`config.mk`:
```
export PLATFORM = sky130hd
export DESIGN_NAME = gpio_port
export DESIGN_NICKNAME = d
export VERILOG_FILES = /design/src/rtl/gpio_port.sv
export SDC_FILE = /design/constraint.sdc
export NUM_CORES = 1
export LEC_CHECK = 0
export BUFFER_PORTS_ARGS = -buffer_cell sky130_fd_sc_hd__clkbuf_2
export CORE_MARGIN = 5
export CORE_UTILIZATION = 44
export CTS_CLUSTER_SIZE = 16
export DETAILED_ROUTE_END_ITERATION = 16
export PLACE_DENSITY = 0.8
export SYNTH_ARGS = -nofsm -noshare
export SYNTH_HDL_FRONTEND = slang
export SYNTH_SLANG_ARGS = --single-unit
```
`constraint.sdc`:
```
create_clock -name clk -period 1.9 [get_ports clk]
set_input_delay 0.38 -clock clk [delete_from_list [all_inputs] [get_ports clk]]
set_output_delay 0.38 -clock clk [all_outputs]
set_load 0.02 [all_outputs]
```
`src/rtl/gpio_port.sv`:
```
// GPIO port: registered outputs, synchronized inputs with optional per-bit debounce.
// Optional feature macro: GPIO_DEBOUNCE_EN (per-bit debounce counters).

module gpio_in_bit #(
  parameter int DEBOUNCE_CYCLES = 4
) (
  input  logic clk,
  input  logic rst,
  input  logic sync_i,
  output logic stable_o,
  output logic stable_d_o
);
  logic stable_q, stable_d;

`ifdef GPIO_DEBOUNCE_EN
  localparam int CW = $clog2(DEBOUNCE_CYCLES) + 1;
  localparam logic [CW-1:0] CNT_MAX = CW'(DEBOUNCE_CYCLES - 1);

  logic [CW-1:0] cnt_q, cnt_d;

  // Any sample matching the accepted level restarts the hold count.
  always_comb begin
    stable_d = stable_q;
    cnt_d    = cnt_q + 1'b1;
    if (sync_i == stable_q) begin
      cnt_d = '0;
    end else if (cnt_q == CNT_MAX) begin
      stable_d = sync_i;
      cnt_d    = '0;
    end
  end

  always_ff @(posedge clk or posedge rst) begin
    if (rst) begin
      stable_q <= 1'b0;
      cnt_q    <= '0;
    end else begin
      stable_q <= stable_d;
      cnt_q    <= cnt_d;
    end
  end
`else
  // Threshold has no effect without counters.
  if (DEBOUNCE_CYCLES < 1) begin : g_dc_ignored
  end

  assign stable_d = sync_i;

  always_ff @(posedge clk or posedge rst) begin
    if (rst) stable_q <= 1'b0;
    else     stable_q <= stable_d;
  end
`endif

  assign stable_o   = stable_q;
  assign stable_d_o = stable_d;
endmodule

module gpio_port #(
  parameter int IN_WIDTH        = 8,
  parameter int OUT_WIDTH       = 8,
  parameter int DEBOUNCE_CYCLES = 4
) (
  input  logic                 clk,
  input  logic                 rst,
  input  logic                 gpio_wren,
  input  logic [31:0]          bus_wrdata,
  output logic [31:0]          gpio_rddata,
  input  logic [IN_WIDTH-1:0]  gpio_in_pins,
  output logic [OUT_WIDTH-1:0] gpio_out_pins,
  output logic                 in_changed
);
  logic [OUT_WIDTH-1:0] out_q;
  logic [IN_WIDTH-1:0]  sync1_q, sync2_q;
  logic [IN_WIDTH-1:0]  stable, stable_d;
  logic                 chg_q;

  always_ff @(posedge clk or posedge rst) begin
    if (rst) begin
      out_q   <= '0;
      sync1_q <= '0;
      sync2_q <= '0;
      chg_q   <= 1'b0;
    end else begin
      if (gpio_wren) out_q <= bus_wrdata[OUT_WIDTH-1:0];
      sync1_q <= gpio_in_pins;
      sync2_q <= sync1_q;
      chg_q   <= |(stable_d ^ stable);
    end
  end

  for (genvar i = 0; i < IN_WIDTH; i++) begin : g_in
    gpio_in_bit #(.DEBOUNCE_CYCLES(DEBOUNCE_CYCLES)) u_bit (
      .clk       (clk),
      .rst       (rst),
      .sync_i    (sync2_q[i]),
      .stable_o  (stable[i]),
      .stable_d_o(stable_d[i])
    );
  end

  if (OUT_WIDTH < 32) begin : g_wr_unused
    logic unused_wrdata;
    assign unused_wrdata = ^bus_wrdata[31:OUT_WIDTH];
  end

  always_comb begin
    gpio_rddata                = '0;
    gpio_rddata[IN_WIDTH-1:0]  = stable;
  end

  assign gpio_out_pins = out_q;
  assign in_changed    = chg_q;
endmodule

```
==> out/qor.csv <==
metric;value;unit
status;complete, no violations;
hold_buffers;0;
slew_violations;0;
path_buf_inv;1;
p_per_area;1052;nW/um2
totalNegativeSetupSlack;0;ps
root_buffer;clkbuf_4;
crit_path_end_kind;output port;
grt_pass1_wl;3.008;mm
yosysMostFrequentCell;dfrtp_1;
start_kind;flop;
cp.arrival;900;ps
critical_path_required;1520;ps
setup_ws;622.2;ps
coreArea;2734;um2
initial_core_util;45.90;%
pre_cts_ws;820.7;ps
ys_ff_latch;33;
critical-path-max-stage-delay;410;ps
synth_area_leaders;dfrtp_1, buf_4, mux2_2;
path_cells;clkbuf_2;
critPathKind;reg2out;
cp_max_fo;2;
final_nets;163;
ys_types;9;
synth_common_cells;dfrtp_1, buf_4, mux2_2, xor2_1, nor4_1;
r2r-start;g_in[2].u_bit.stable_o$_DFF_PP0_;
hold_viol;0;
avgSynthCellArea;14.42;um2
synthCells;87;
cts_resized;0;
critical-path-top-delay-family;flip-flops;
synth_area_leader_cell;dfrtp_1;
reg2reg_slack;790;ps
hold_class;in2async;
wl_per_cell;11.79;um
clk_latency;330;ps
cts_inserted_buffers;5;
setup_viol;0;
drive_above_1_share;42.98;%
ys.flop_type;dfrtp_1;
fin_hold_ws;92.40;ps
cp-endpoint;gpio_rddata[7];
final_util;51.44;%
grt_pass1_vias;702;
ant_nets;0;
port_buffers;35;
dieHeight;63.41;um
maxCapViolations;0;
antenna_found_initial;0;
dp_hpwl;1.404;mm
post-route-min-period;1278;ps
worstRegToRegCells;3;
period_share;67.25;%
n_antenna_cell;0;
gp_congestion;0.6529;
slowest_stage;dfrtp_1;
r2r_end;in_changed$_DFF_PP0_;
io_pins;84;
cts_max_path_buffers;2;
die_w;63.41;um
async_flop_share;100.0;%
rsz0062_at_grt;false;
synth_edf_count;0;
syn_area;1255;um2
vias;633;
syn2layout_area_growth;12.06;%
cts_tree;yes;
ys_seq_area_share;65.80;%
fillers;227;
die_area;4020;um2
htree_levels;2;
cts_sinks;33;
fmax;0.7826;GHz
power.leakage;0.7261;nW
num_rows;19;
dr.pass1.iters;3;
ir_drop;0.6628;mV
globalRouteTotalUtil;10.04;%
crit_start;g_in[7].u_bit.stable_o$_DFF_PP0_;
cts_setup_buffers;0;
grt-ovfl-total;0;
clock_skew;10.97;ps
crit_cells;1;
vias_per_cell;4.164;
drc_errors;0;
yosysWarnings;0;
synth_top_area_share;65.80;%
grt_max_degree;34;
wl;1.792;mm
drtIter0Drc;4;
clk_pin_slew_worst_paths;110;ps
## metal layers
metal	track usage, %	vias up	wire length [um]
met5	0	-	0
met4	7.792	0	55
met3	6.217	5	358
met2	15.23	52	806
met1	9.655	296	572
li1	-	280	-
## layout make-up
cell class                      instances  area [um2]  area share [%]
Clock buffer                            6       51.30           3.648
Multi-Input combinational cell         43       266.5           18.95
Inverter                                1       3.754          0.2669
Timing Repair Buffer                   36       182.7           12.99
Tap cell                               31       38.79           2.758
Sequential cell                        33       825.8           58.72
Clock inverter                          2       37.54           2.669
## logic make-up (layout without fill, tap and decap cells)
group / count (synthesis) / after routing / synth area share, %
and+or+nand+nor: 3 / 3 / 1.296
buffers and inverters: 34 / 45 / 19.84
xor gates and xnor gates: 8 / 8 / 5.583
DFF: 33 / 33 / 65.80
other: 1 / 24 / 0.2988
muxes: 8 / 8 / 7.179
## layout by cell type, fill, tap and decap left out
cell type	Yosys	routed
buf_4	32	1
bufinv_16	0	1
clkbuf_2	0	35
clkbuf_4	0	5
clkbuf_8	0	1
clkinvlp_4	0	1
conb_1	1	24
dfrtp_1	33	33
inv_1	1	1
mux2_2	8	8
nand2_1	1	1
nor4_1	2	2
xor2_1	8	8
## state kept, by name, summed over array words and instances, names as in the netlist
register and count:
g_in.u_bit.stable_o 8, gpio_out_pins 8, sync1_q 8, sync2_q 8, in_changed 1
## where the power goes
| part | total [W] | switching (W) | internal [W] |
|---|---|---|---|
| Sequential | 0.000769 | 0.0000237 | 0.000745 |
| Combinational | 0.000168 | 0.000114 | 0.0000536 |
| Clock | 0.000543 | 0.000230 | 0.000313 |
| Total | 0.00148 | 0.000368 | 0.00111 |
## stage by stage
stage | area (um2) | std cells | power [W]
after floorplan | 1341 | 110 | 0.0009449
after global placement | 1318 | 144 | 0.0009451
after detailed placement | 1318 | 144 | 0.0009524
after CTS | 1406 | 152 | 0.001501
after global routing | 1406 | 152 | 0.001549
final | 1406 | 152 | 0.001479
## how the worst min path moves through the flow
stage / startpoint / end / slack, ps / cells past startpoint
floorplan: sync1_q[0]$_DFF_PP0_ / sync2_q[0]$_DFF_PP0_ / 330 / 0
CTS: rst / g_in[1].u_bit.stable_o$_DFF_PP0_ / 90 / 3
global route: rst / gpio_out_pins[7]$_DFFE_PP0P_ / 100 / 3
global placement: sync1_q[3]$_DFF_PP0_ / sync2_q[3]$_DFF_PP0_ / 330 / 0
detailed placement: sync1_q[7]$_DFF_PP0_ / sync2_q[7]$_DFF_PP0_ / 330 / 0
finish: rst / g_in[1].u_bit.stable_o$_DFF_PP0_ / 90 / 3
Note: power is estimated with default switching activity, not from simulation.
